File: src/rtl/halfband_interp_2x_core.sv
// Stereo 2x halfband interpolator; sequences six MACs per channel on external DSP48A1 slices.
// Build option HALFBAND_ROUND_EN: round-half-up via the C port on the first MAC, else floor truncation.
module halfband_interp_2x_core #(
  parameter int DSP_LATENCY = 3
) (
  input  logic               clk,
  input  logic               reset,
  input  logic               sample_in_rdy,
  input  logic signed [17:0] sample_in_l,
  input  logic signed [17:0] sample_in_r,
  output logic               sample_out_rdy,
  output logic signed [17:0] sample_out_l,
  output logic signed [17:0] sample_out_r,
  output logic               done,
  output logic [91:0]        dsp_ins_flat_l,
  output logic [91:0]        dsp_ins_flat_r,
  input  logic [47:0]        dsp_outs_flat_l,
  input  logic [47:0]        dsp_outs_flat_r
);

  typedef enum logic [2:0] {IDLE, MAC, WAIT, OUT0, OUT1} state_t;

`ifdef HALFBAND_ROUND_EN
  localparam logic [7:0]  K0_OPMODE = 8'h0D;
  localparam logic [47:0] K0_C      = 48'd65536;
`else
  localparam logic [7:0]  K0_OPMODE = 8'h01;
  localparam logic [47:0] K0_C      = 48'd0;
`endif

  state_t             state_q;
  logic [2:0]         k_q;
  logic [7:0]         w_q;
  logic signed [17:0] xl_q [6];
  logic signed [17:0] xr_q [6];
  logic signed [17:0] out_l_q, out_r_q;
  logic               out_rdy_q, done_q;
  logic [91:0]        dsp_l_q, dsp_r_q;

  function automatic logic signed [17:0] coef(input logic [2:0] k);
    case (k)
      3'd0, 3'd5: coef = 18'sd3000;
      3'd1, 3'd4: coef = -18'sd15000;
      default:    coef = 18'sd77536;
    endcase
  endfunction

  // First op starts a fresh accumulation (Z=0 or Z=C); the rest accumulate onto P.
  function automatic logic [91:0] mk_op(input logic [2:0] k, input logic signed [17:0] x);
    if (k == 3'd0) mk_op = {K0_OPMODE, coef(k), x, K0_C};
    else           mk_op = {8'h09, coef(k), x, 48'd0};
  endfunction

  function automatic logic signed [17:0] sat18(input logic [47:0] p);
    logic signed [47:0] s;
    s = $signed(p) >>> 17;
    if (s > 48'sd131071)       sat18 = 18'sd131071;
    else if (s < -48'sd131072) sat18 = -18'sd131072;
    else                       sat18 = s[17:0];
  endfunction

  always_ff @(posedge clk or posedge reset) begin
    if (reset) begin
      state_q   <= IDLE;
      k_q       <= '0;
      w_q       <= '0;
      out_l_q   <= '0;
      out_r_q   <= '0;
      out_rdy_q <= 1'b0;
      done_q    <= 1'b0;
      dsp_l_q   <= '0;
      dsp_r_q   <= '0;
      for (int i = 0; i < 6; i++) begin
        xl_q[i] <= '0;
        xr_q[i] <= '0;
      end
    end else begin
      case (state_q)
        IDLE: begin
          out_rdy_q <= 1'b0;
          done_q    <= 1'b0;
          if (sample_in_rdy) begin
            for (int i = 5; i > 0; i--) begin
              xl_q[i] <= xl_q[i-1];
              xr_q[i] <= xr_q[i-1];
            end
            xl_q[0] <= sample_in_l;
            xr_q[0] <= sample_in_r;
            // x[n] is not in the delay line yet, so tap 0 reads the input bus directly.
            dsp_l_q <= mk_op(3'd0, sample_in_l);
            dsp_r_q <= mk_op(3'd0, sample_in_r);
            k_q     <= 3'd1;
            state_q <= MAC;
          end
        end
        MAC: begin
          if (k_q == 3'd6) begin
            dsp_l_q <= '0;
            dsp_r_q <= '0;
            w_q     <= '0;
            state_q <= WAIT;
          end else begin
            dsp_l_q <= mk_op(k_q, xl_q[k_q]);
            dsp_r_q <= mk_op(k_q, xr_q[k_q]);
            k_q     <= k_q + 3'd1;
          end
        end
        WAIT: begin
          if (w_q == 8'(DSP_LATENCY - 1)) begin
            out_l_q   <= sat18(dsp_outs_flat_l);
            out_r_q   <= sat18(dsp_outs_flat_r);
            out_rdy_q <= 1'b1;
            state_q   <= OUT0;
          end else begin
            w_q <= w_q + 8'd1;
          end
        end
        OUT0: begin
          out_l_q   <= xl_q[2];
          out_r_q   <= xr_q[2];
          out_rdy_q <= 1'b1;
          done_q    <= 1'b1;
          state_q   <= OUT1;
        end
        OUT1: begin
          out_rdy_q <= 1'b0;
          done_q    <= 1'b0;
          state_q   <= IDLE;
        end
        default: state_q <= IDLE;
      endcase
    end
  end

  assign sample_out_rdy = out_rdy_q;
  assign sample_out_l   = out_l_q;
  assign sample_out_r   = out_r_q;
  assign done           = done_q;
  assign dsp_ins_flat_l = dsp_l_q;
  assign dsp_ins_flat_r = dsp_r_q;

endmodule

File: config.mk
export PLATFORM = sky130hd
export DESIGN_NAME = halfband_interp_2x_core
export DESIGN_NICKNAME = d
export VERILOG_FILES = /design/src/rtl/halfband_interp_2x_core.sv
export SDC_FILE = /design/constraint.sdc
export NUM_CORES = 1
export LEC_CHECK = 0
export ABC_CLOCK_PERIOD_IN_PS = 22600
export CORE_ASPECT_RATIO = 0.7
export CORE_MARGIN = 2
export CORE_UTILIZATION = 55
export CTS_CLUSTER_DIAMETER = 80
export DETAILED_ROUTE_END_ITERATION = 12
export PLACE_DENSITY = 0.95
export RECOVER_POWER = 25
export SYNTH_ARGS = -nofsm -noshare
export SYNTH_HDL_FRONTEND = slang
export SYNTH_SLANG_ARGS = --single-unit
File: constraint.sdc
create_clock -name clk -period 22.6 [get_ports clk]
set_input_delay 2.26 -clock clk [delete_from_list [all_inputs] [get_ports clk]]
set_output_delay 2.26 -clock clk [all_outputs]
set_load 0.01 [all_outputs]
# [Yosys cells after proc, flatten, opt, wreduce, memory -nomap -nowiden]
# Cells that the tools add are included.
[word_totals] inputBits=135 output_inout_bits=222 elab_cells=95 regBits=452
[classes] bitwise_logic=1 mux=35 addsub=2 n_reduce_logical=17 eq_ne=14 order_cmp=5
[ops] op="92-bit one-hot mux with 2 select lines" count=2
[ops] op="88-bit two-way mux" count=4
[ops] op="92-bit two-way mux" count=2
[ops] op="18-bit two-way mux" count=10
[ops] op="18-bit binary-select mux with 3-bit select" count=2
[ops] op="18-bit one-hot mux with 2 select lines" count=3
[ops] op="31-bit by 18-bit > comparator with 1-bit output (second input constant)" count=2
[ops] op="31-bit by 18-bit < comparator with 1-bit output (second input constant)" count=2
[ops] op="8-bit two-way mux" count=2
[ops] op="8-bit one-hot mux with 2 select lines" count=1
[ops] op="3-bit equality test (second input constant)" count=4
[ops] op="3-bit two-way mux" count=4
[ops] op="3-bit one-hot mux with 4 select lines" count=1
[ops] op="2-bit inequality test (second input constant)" count=5
[ops] op="3-bit AND reduction" count=3
[ops] op="8-bit by 1-bit adder with 8-bit output (second input constant)" count=1
[ops] op="8-bit by 2-bit equality test with 1-bit output (second input constant)" count=1
[ops] op="2-bit AND reduction" count=4
[ops] op="2-bit nonzero test" count=4
[ops] op="3-bit by 1-bit equality test with 1-bit output (second input constant)" count=2
[ops] op="3-bit by 2-bit equality test with 1-bit output (second input constant)" count=2
[ops] op="3-bit logical NOT" count=2
[ops] op="3-bit one-hot mux with 2 select lines" count=1
[ops] op="2-bit OR reduction" count=3
[ops] op="7 further kinds" count=7

# [Depth between registers and ports, before layout]
[logic_depth] depth_word=7 depth_mapped=11 mapped_depth_nobuf=6

# [Worst setup path before layout]
# No wires, ideal clock.
[synth_path] kind="input port to flip-flop" start="input port dsp_outs_flat_l[41]" end="register out_l_q[0], in the netlist sample_out_l[0]" path_buffers=1 path_stages=5 t_arrival_ps=3405 slack_ps=19121 t_required_ps=22526 setup_time_ps=74 cell_sequence="nand4_1 o41ai_2 clkbuf_8 a211oi_1 o21ai_2"
[synth_via] elab_chain_len=5 elab_cells_between_ends=6 cone_classes="order compare: 2; mux: 4"
[synth_lines] item="from (decl)" line_no="17" source="input logic [47:0] dsp_outs_flat_l,"
[synth_lines] item="31-bit by 18-bit < comparator with 1-bit output" line_no="58" source="else if (s < -48'sd131072) sat18 = -18'sd131072;"
[synth_lines] item="18-bit two-way mux" line_no="58"
[synth_lines] item="18-bit two-way mux (*)" line_no="57" source="if (s > 48'sd131071) sat18 = 18'sd131071;"
[synth_lines] item="18-bit two-way mux (*)" line_no="109" source="if (w_q == 8'(DSP_LATENCY - 1)) begin"
[synth_lines] item="18-bit one-hot mux with 2 select lines (*)" line_no="78" source="case (state_q)"
[synth_lines] item="to (signal assigned)" line_no="110" source="out_l_q <= sat18(dsp_outs_flat_l);"
[synth_lines] item="to (signal assigned)" line_no="119" source="out_l_q <= xl_q[2];"
[synth_lines] item="to (decl)" line_no="36" source="logic signed [17:0] out_l_q, out_r_q;"
# Mark *: on every way between the ends. The rest lies on a longest branch, timed or not. The select of a mux whose other input is x is not followed.
# A chain may end at the register's enable or synchronous reset.

==> results by group <==
Yosys
  • Yosys reg bits: 312
  • Syn_area_per_cell: 9.30 sq um
  • EDFF count, synth: 0
  • YS warnings: 0
  • Synth cell types: 57
  • Post-Synthesis Cells: 1685
  • Sequential-to-total area share from yosys stat: 49.8%
  • Post-synth top flop: dfrtp_1
  • Asr flop ratio synth: 100%
  • Cell area after synthesis: 0.0157 sq mm

Worst setup path
  • Crit-path cells: dlygate4sd3_1, clkinvlp_2, buf_4, buf_4
  • Bufs and invs on worst path: 4
  • Delay-heaviest family, CP: buffers and inverters
  • Crit path largest cell delay: 3550 ps
  • Required @ worst endpoint: 23110 ps
  • WP data arrival: 8660 ps
  • Setup crit end kind: asynchronous set/reset pin
  • Crit path top cell by count: buf_4
  • Critical setup path kind: in2async
  • Crit-path slowest cell: clkinvlp_2
  • Crit Path Max Fanout: 150
  • Setup crit start kind: input port

Pwr
  • Total power: 0.00261 W
  • Reg power frac: 39.8%
  • Net Sw Frac: 39.0%
  • Clock share of power: 20.7%
  • Worst VDD drop: 0.0838 mV
  • Lkg Pwr: 8.79 nW
  • Comb pwr share: 39.5%
  • P_int: 0.00159 W
  • Pwr dens: 144 mW/mm^2
  • Total net switching power: 0.00102 W

Clock tree
  • Clock Tree Buf Depth: 3
  • CTS tree: done
  • H-tree depth: 1
  • CTS buffer count: 31
  • Skew-Pair Late Insertion Delay: 570 ps
  • Hold-fix buffers, CTS: 0
  • Clk sinks: 312
  • Number of buffers added for setup after CTS: 0
  • Clock-pin slew on the worst setup and hold paths: 60 ps
  • CTS Root Cell: clkbuf_16
  • Post-CTS resize count: 0

Global routing
  • GRT Overall Usage: 28.0%
  • Number of global-route vias before repair: 12404
  • Largest net degree at the start of global routing: 151
  • First-pass GRT wire length: 66.1 mm
  • GRT overflow: 0
  • Initial antenna violation count: 1

Placement
  • Placed cell area: 0.0171 sq mm
  • Dpl cells: 2148
  • GP Congestion: 0.822
  • Hpwl dp: 26.4 mm
  • Port bufs: 206

Route
  • Antenna-violating nets left: 0
  • Via Count: 12593
  • Post-route DRC: 0
  • Drt via density: 5.70
  • Routed len/inst: 19.1 um
  • Total Wirelength: 42.2 mm
  • Detailed Routing Iterations Pass 1: 5
  • Initial DRC Count: 1377

Flow run
  • Max cap viols: 5

Timing
  • Hold_ws: 476 ps
  • RSZ-0062 raised after global routing: false
  • Max-slew violation total from the final report: 272
  • Setup Total Neg Slack: 0 ps
  • Max Clock Skew: 23.2 ps
  • Slew @ Worst Pin: 6540 ps
  • Final setup violation count: 0
  • Crit share post-route: 36.0%
  • Min cycle time layout: 8150 ps
  • Fin. Hold Viols: 0
  • Fmax achieved: 0.123 GHz
  • Slew HR: -336%

Floorplan
  • Ports: 357
  • Core box area: 0.0279 sq mm
  • Die X: 206 um
  • DIE HEIGHT: 145 um
  • Initial Utilization: 56.2%
  • Total die area: 0.0299 sq mm
  • # rows: 51

Finish
  • Commonest non-fill, non-tap cell in the layout: nand2_1
  • Synthesis-to-layout area growth: 15.3%
  • Post-route insts no fill: 2209
  • Fin area: 0.0181 sq mm
  • Filler cells: 1986
  • Commonest non-fill, non-tap cells in the layout: 710 x nand2_1, 311 x dfrtp_1, 204 x clkdlybuf4s50_1
  • Ratio of cells with drive above 1 in the final layout: 7.79%
  • Layout Nets: 1951

Worst hold path
  • Tightest Hold Check Type: reg2reg

Outcome
  • Failing checks: max-capacitance violations, max-slew violations
  • Status: finished with violations
worst register-to-register path: cells and delay by family, from the launching register on:
family	cells	cell delay, ps
simple gates	2	1350
fa+ha+maj	1	510
flops	1	1790
compound gates	2	930
layer usage:
layer  part of all wire (%)  up-vias  GRT usage, %
met3                     11      130          7.70
met4                    3.2        2          9.42
met2                     46      789          43.0
met1                     40     6107          38.4
met5                  0.028        -             0
li1                       -     5565             -
Yosys cell counts, types with 3 or more instances:
master | instances | area share, %
mux2i_1 | 38 | 2.4
o211ai_1 | 11 | 0.53
nand2_1 | 710 | 17
a211oi_1 | 34 | 1.6
clkbuf_8 | 10 | 0.88
o21ai_0 | 60 | 1.9
nor4_1 | 4 | 0.16
o21a_1 | 25 | 1.2
nor3_1 | 4 | 0.13
a21oi_1 | 49 | 1.6
a2bb2oi_1 | 25 | 1.4
a2111oi_0 | 3 | 0.17
mux2_2 | 3 | 0.22
nand4_1 | 7 | 0.28
nand3_1 | 3 | 0.096
nor2_1 | 27 | 0.65
ha_1 | 6 | 0.48
inv_1 | 8 | 0.19
buf_4 | 145 | 6.9
o31ai_1 | 4 | 0.19
mux4_2 | 36 | 5.2
buf_2 | 54 | 1.7
buf_6 | 7 | 0.50
xnor2_1 | 4 | 0.22
dfrtp_1 | 312 | 50
o21ai_1 | 3 | 0.096
buf_1 | 3 | 0.072
o21ai_2 | 28 | 1.6
clkbuf_1 | 25 | 0.60
power by group through the flow:
stage                     Combinational, W  Clock [W]  Sequential, W
after floorplan                   0.000713          0       0.000963
after global placement            0.000961          0        0.00101
after detailed placement           0.00101          0        0.00103
after CTS                          0.00103   0.000545        0.00103
after global routing               0.00113   0.000567        0.00106
final                              0.00103   0.000541        0.00104
worst paths after layout:
| kind | from | end | slack, ps | cells after the start |
|---|---|---|---|---|
| worst min register to register | xr_q[16]$_DFFE_PP0P_ | xr_q[16]$_DFFE_PP0P_ | 480 | 2 |
| min in group asynchronous | reset | dsp_ins_flat_l[50]$_DFFE_PP0P_ | 4150 | 2 |
| worst max-delay path | reset | sample_out_r[11]$_DFFE_PP0P_ | 14450 | 4 |
| worst min-delay path | xr_q[16]$_DFFE_PP0P_ | xr_q[16]$_DFFE_PP0P_ | 480 | 2 |
| max in group clk | k_q[1]$_DFFE_PP0P_ | dsp_ins_flat_l[52]$_DFFE_PP0P_ | 17910 | 5 |
| worst max register to register | k_q[1]$_DFFE_PP0P_ | dsp_ins_flat_l[52]$_DFFE_PP0P_ | 17910 | 5 |
sequential cells by signal, summed over array words and instances, names as in the netlist:
signal          count
state_q             3
sample_out_l       18
k_q                 3
dsp_ins_flat_l     25
sample_out_rdy      1
xl_q              108
sample_out_r       18
xr_q              108
w_q                 8
dsp_ins_flat_r     19
done                1
cell families after synthesis:
group	share of synthesized area, %
AOI/OAI and AO/OA	11.3
adders and majority gates	0.479
muxes	7.82
other	0.0239
xor gates and xnor gates	0.224
DFF	49.8
buffers and inverters	11.0
and+or+nand+nor	19.3
per-stage QoR:
step	setup WS, ps	util, %
3_3_place_gp	16990	61.3
5_1_grt	13230	64.8
2_1_floorplan	11710	-
4_1_cts	17520	65.0
3_5_place_dp	16920	61.3
6_report	14450	64.8
final cells by class:
cell class,count,area [sq um],area share [%]
antenna,3,7.51,0.0415
clock buffer,41,833,4.61
clock inverter,17,216,1.20
inverter,9,35.0,0.194
multi-input combinational,1234,6530,36.2
sequential,312,7810,43.2
tap,371,464,2.57
timing repair buffer,222,2170,12.0
Note: power is estimated with default switching activity, not from simulation.
==> edit 1 (config.mk and constraints unchanged) <==
The 5 states of `state_t` get a one-hot encoding in 5 bits.
--- a/src/rtl/halfband_interp_2x_core.sv
+++ b/src/rtl/halfband_interp_2x_core.sv
@@ -18,7 +18,7 @@
   input  logic [47:0]        dsp_outs_flat_r
 );
 
-  typedef enum logic [2:0] {IDLE, MAC, WAIT, OUT0, OUT1} state_t;
+  typedef enum logic [4:0] {IDLE = 5'b00001, MAC = 5'b00010, WAIT = 5'b00100, OUT0 = 5'b01000, OUT1 = 5'b10000} state_t;
 
 `ifdef HALFBAND_ROUND_EN
   localparam logic [7:0]  K0_OPMODE = 8'h0D;
Check against the original RTL: no difference found for any inputs over 4 cycles, from zero or initial values and one cycle with reset high; so few cycles prove little.
==> edit 1 against the original RTL <==
The run still ends with capacitance limit, slew limit left; sequential cell count is 2 higher; design area is 0.73% higher; wire length is 1.5% higher; total power is 12% lower; utilization is 0.63 points higher; setup slack better by 1.6 ns; die area is 0.64% lower; area after synthesis is 0.65% lower.
==> edit 1: results (changes against the original RTL) <==
* Run status: finished with violations (unchanged)
- Failing checks: capacitance limit, slew limit (unchanged)
- Category of cells accounting for the largest share of critical-path delay: buffers and inverters (unchanged)
- DP Worst Slack: 17.02 ns (was 16.92 ns)
- Reg-to-reg startpoint: state_q[3] (was k_q[1])
- The synthesized area per cell came to 9.15 um2 (was 9.30 um2).
* Fraction of power spent switching nets: 0.378 (was 0.390)
* P_leak: 9.30 nW (was 8.79 nW)
- Pre-Repair DR Iteration Count: 5 (unchanged)
- The maximum fanout encountered on the critical timing path is 133 (was 150).
- The number of cells traversed by the worst register-to-register path was 6 (was 5).
* Hold Path Origin: xr_q[2] (was xr_q[16])
- The worst hold-check slack was 0.475 ns (was 0.476 ns).
- Largest net degree at the start of global routing: 183 (was 151)
- Leading post-synthesis cells by cell area: dfrtp_1 50%, nand2_1 17%, buf_4 6.8% (was dfrtp_1 50%, nand2_1 17%, buf_4 6.9%)
- VDD IR-drop max: 0.0000859 V (was 0.0000838 V)
- Total cell area at the placement stage: 17200 um2 (was 17100 um2)
* Sequential share of the synthesized area: 0.505 (was 0.498)
- The number of max-slew violations in the final report came to 280 (was 272).
- Count of vias placed by the detailed router: 13000 (was 12600)
* MaxCap Viol Count: 5 (unchanged)
- Most instantiated cells after synthesis: 724 x nand2_1, 313 x dfrtp_1, 141 x buf_4, 82 x clkbuf_1, 45 x a211oi_1 (was 710 x nand2_1, 312 x dfrtp_1, 145 x buf_4, 60 x o21ai_0, 54 x buf_2).
- The initial DRC count is 1466 (was 1377).
- The half-perimeter wire length of the detailed placement result is 26000 um (was 26400 um).
- The number of H-tree levels was 1 (unchanged).
- Share of cells above drive strength 1: 0.0639 (was 0.0779)
- The peak per-stage delay on the critical path came to 3.18 ns (was 3.55 ns).
- The count of inserted antenna diode cells is 0 (was 3).
* Worst clock skew: 0.00841 ns (was 0.0232 ns)
* Count of placed standard cells in the final layout, fillers left out: 2218 (was 2209)
* Arrival time reported for the critical path endpoint: 6.15 ns (was 8.66 ns)
- The worst setup slack for register-to-register paths is 16.07 ns (was 17.91 ns).
- Net count, final: 1967 (was 1951)
- The end point of the worst hold path is xr_q[2] (was xr_q[16]).
* Routability-driven placement congestion ratio: 0.834 (was 0.822)
- The overall routed net length came to 42800 um (was 42200 um).
- Number of different library cells in the post-synthesis netlist: 55 (was 57)
- The later-pin clock latency in the skew report came to 0.55 ns (was 0.57 ns).
## edit 1: cell types whose count changed after synthesis, moves of 18 or more
| cell | change |
|---|---|
| a2bb2oi_1 | -25 |
| inv_1 | +19 |
| a31oi_1 | +25 |
| buf_2 | -45 |
| a21oi_1 | -41 |
| a221o_1 | +18 |
| o21ai_2 | -28 |
| nand3_1 | +21 |
| clkbuf_1 | +57 |
| o21ai_0 | -42 |
| o21a_1 | -25 |
## edit 1: routing by layer
metal / track usage / vias up / part of all wire
li1: - / 5630 / -
met5: 0 / - / 0.00023
met1: 0.384 / 6341 / 0.39
met2: 0.444 / 906 / 0.46
met4: 0.114 / 2 / 0.037
met3: 0.0748 / 155 / 0.11
## edit 1: worst register-to-register path, delay by kind of cell, from the launching register on
family	cells	cell delay [ns]
buf+inv	2	2.22
flops	1	0.32
compound gates	1	0.42
simple gates	3	3.51
## edit 1: power by group through the flow
stage / Sequential, W / Clock, W / Combinational, W
after floorplan: 0.000886 / 0 / 0.000557
after global placement: 0.000931 / 0 / 0.000732
after detailed placement: 0.000948 / 0 / 0.000769
after CTS: 0.000948 / 0.000529 / 0.000791
after global routing: 0.000975 / 0.000552 / 0.000871
final: 0.000957 / 0.000528 / 0.000800
## edit 1: cells by family (layout without fill, tap and decap cells)
logic type | Yosys count | in the layout | synth area share
other | 1 | 116 | 0.000241
adder cells (fa/ha/maj) | 6 | 6 | 0.00482
multiplexers | 78 | 78 | 0.0799
buffers and inverters | 272 | 303 | 0.102
XOR/XNOR | 3 | 3 | 0.00169
AND/OR/NAND/NOR | 829 | 829 | 0.210
AO/OA/AOI/OAI | 198 | 198 | 0.0957
flip-flops | 314 | 314 | 0.505
## edit 1: cell type report
class	instances	area [um2]
fill	1963	9620
inverter	28	108
timing repair buffer	221	2180
multi-input combinational	1230	6550
tap	371	464
sequential	314	7860
clock inverter	11	140
clock buffer	43	901
## edit 1: how the worst max path moves through the flow
stage	slack, ns	depth (start not counted)	from	to
floorplan	11.66	1	reset	done
finish	16.05	2	reset	sample_out_l[12]
global placement	17.12	7	sample_in_rdy	dsp_ins_flat_l[63]
global route	15.08	2	reset	sample_out_l[12]
CTS	17.52	7	sample_in_rdy	dsp_ins_flat_l[61]
detailed placement	17.02	7	sample_in_rdy	dsp_ins_flat_l[53]
==> edit 2 (config.mk and constraints unchanged) <==
Without the edit above. Add a define of `HALFBAND_ROUND_EN`.
--- a/src/rtl/halfband_interp_2x_core.sv
+++ b/src/rtl/halfband_interp_2x_core.sv
@@ -1,5 +1,7 @@
 // Stereo 2x halfband interpolator; sequences six MACs per channel on external DSP48A1 slices.
 // Build option HALFBAND_ROUND_EN: round-half-up via the C port on the first MAC, else floor truncation.
+`define HALFBAND_ROUND_EN
+
 module halfband_interp_2x_core #(
   parameter int DSP_LATENCY = 3
 ) (
Behaviour: not the same (Yosys sat finds a counterexample within 4 cycles, from zero or initial values and one cycle with reset high).
==> edit 2 against the original RTL <==
The flow still finishes with violations (capacitance limit, slew limit); design area fell by 0.65%; sequential cell count stayed put; global-route usage rose by 0.32 points; count of clock-buffer cells in the layout is 7 higher; setup slack gained 0.64 ns; worst hold slack improved by 0.0026 ns; wire length rose by 0.39%; total power down 1.5%; area after synthesis decreased by 1.3%; cell count is 1.1% higher; critical path type unchanged.
==> edit 2: results (changes against the original RTL) <==
- Run status: finished with violations (unchanged)
- Failing checks: capacitance limit, slew limit (unchanged)
* Tightest Pin Transition: 6.63 ns (was 6.54 ns)
- The overall routed net length came to 42300 um (was 42200 um).
- Final-layout worst hold slack: 0.479 ns (was 0.476 ns)
* Hold Path Origin: xl_q[15] (was xr_q[16])
* Reg-to-reg startpoint: state_q[1] (was k_q[1])
* Share of cells above drive strength 1: 0.0613 (was 0.0779)
* Initial antenna violation count: 7 (was 1)
- The number of max-slew violations in the final report is 247 (was 272).
* Clock latency of the later-clocked register in the worst-skew pair: 0.59 ns (was 0.57 ns)
* Inverters excl. clock: 8 (was 9)
- Adder-cell area share of the yosys netlist: 0.00485 (was 0.00479)
* Post-Synthesis Cells: 1713 (was 1685)
- Number of buffers inserted by port buffering: 210 (was 206)
- Sequential share of the synthesized area: 0.505 (was 0.498)
* Routed met3 length: 4610 um (was 4660 um)
- Non-clk buf share: 0.124 (was 0.120)
* Most instantiated cells after synthesis: 738 x nand2_1, 312 x dfrtp_1, 151 x buf_4, 76 x a21oi_1, 47 x nor2_1 (was 710 x nand2_1, 312 x dfrtp_1, 145 x buf_4, 60 x o21ai_0, 54 x buf_2)
* Fraction of standard cell area that is sequential: 0.435 (was 0.432)
- The capture point of the worst reg-to-reg path was sample_out_l[12] (was dsp_ins_flat_l[52]).
- Worst clock skew: 0.0297 ns (was 0.0232 ns)
- The maximum fanout encountered on the critical timing path was 154 (was 150).
- The max capacitance violation total was 3 (was 5).
* Post-synthesis share of cell area spent on xor and xnor gates: 0.000566 (was 0.00224)
- Vias/cell: 5.74 (was 5.70)
* Count of placed standard cells including taps: 2176 (was 2148)
- Leading post-synthesis cells by cell area: dfrtp_1 50%, nand2_1 18%, buf_4 7.3% (was dfrtp_1 50%, nand2_1 17%, buf_4 6.9%)
- The pre-CTS worst setup slack was 17.35 ns (was 16.92 ns).
- The half-perimeter wire length of the detailed placement result was 25700 um (was 26400 um).
* Fraction of area in clock buffers and inverters: 0.0537 (was 0.0581)
- Arrival time reported for the critical path endpoint: 6.56 ns (was 8.66 ns)
- The global router's overall resource usage came to 0.283 (was 0.280).
- Violation count after the first detailed-route iteration: 1577 (was 1377)
* Multi-input logic portion of the cell area: 0.360 (was 0.362)
- Mean area per synthesized cell: 9.03 um2 (was 9.30 um2)
- The weighted congestion reported at the end of routability-driven placement was 0.793 (was 0.822).
==> edit 2: power breakdown <==
group | switching (W) | leakage [nW] | internal [W]
Clock | 0.000218 | 0.480 | 0.000278
Sequential | 0.000234 | 4.03 | 0.000804
Combinational | 0.000567 | 4.21 | 0.000470
==> edit 2: logic make-up (layout without fill, tap and decap cells) <==
kind of cell             after synthesis  in the layout
AND/OR/NAND/NOR                      828            828
flip-flops                           312            312
buffers and inverters                253            289
AO/OA/AOI/OAI                        236            236
multiplexers                          76             76
adder cells (fa/ha/maj)                6              6
other                                  1            114
XOR/XNOR                               1              1
==> edit 2: how the worst max path moves through the flow <==
stage                   from  endpoint  slack [ns]  depth (start not counted)
4_1_cts        sample_in_rdy  xl_q[34]       17.87                          6
6_report               reset    k_q[1]       15.09                          2
3_3_place_gp   sample_in_rdy  xl_q[90]       17.41                          6
5_1_grt                reset    k_q[1]       13.89                          2
3_5_place_dp   sample_in_rdy  xl_q[96]       17.35                          6
2_1_floorplan          reset      done       11.71                          1
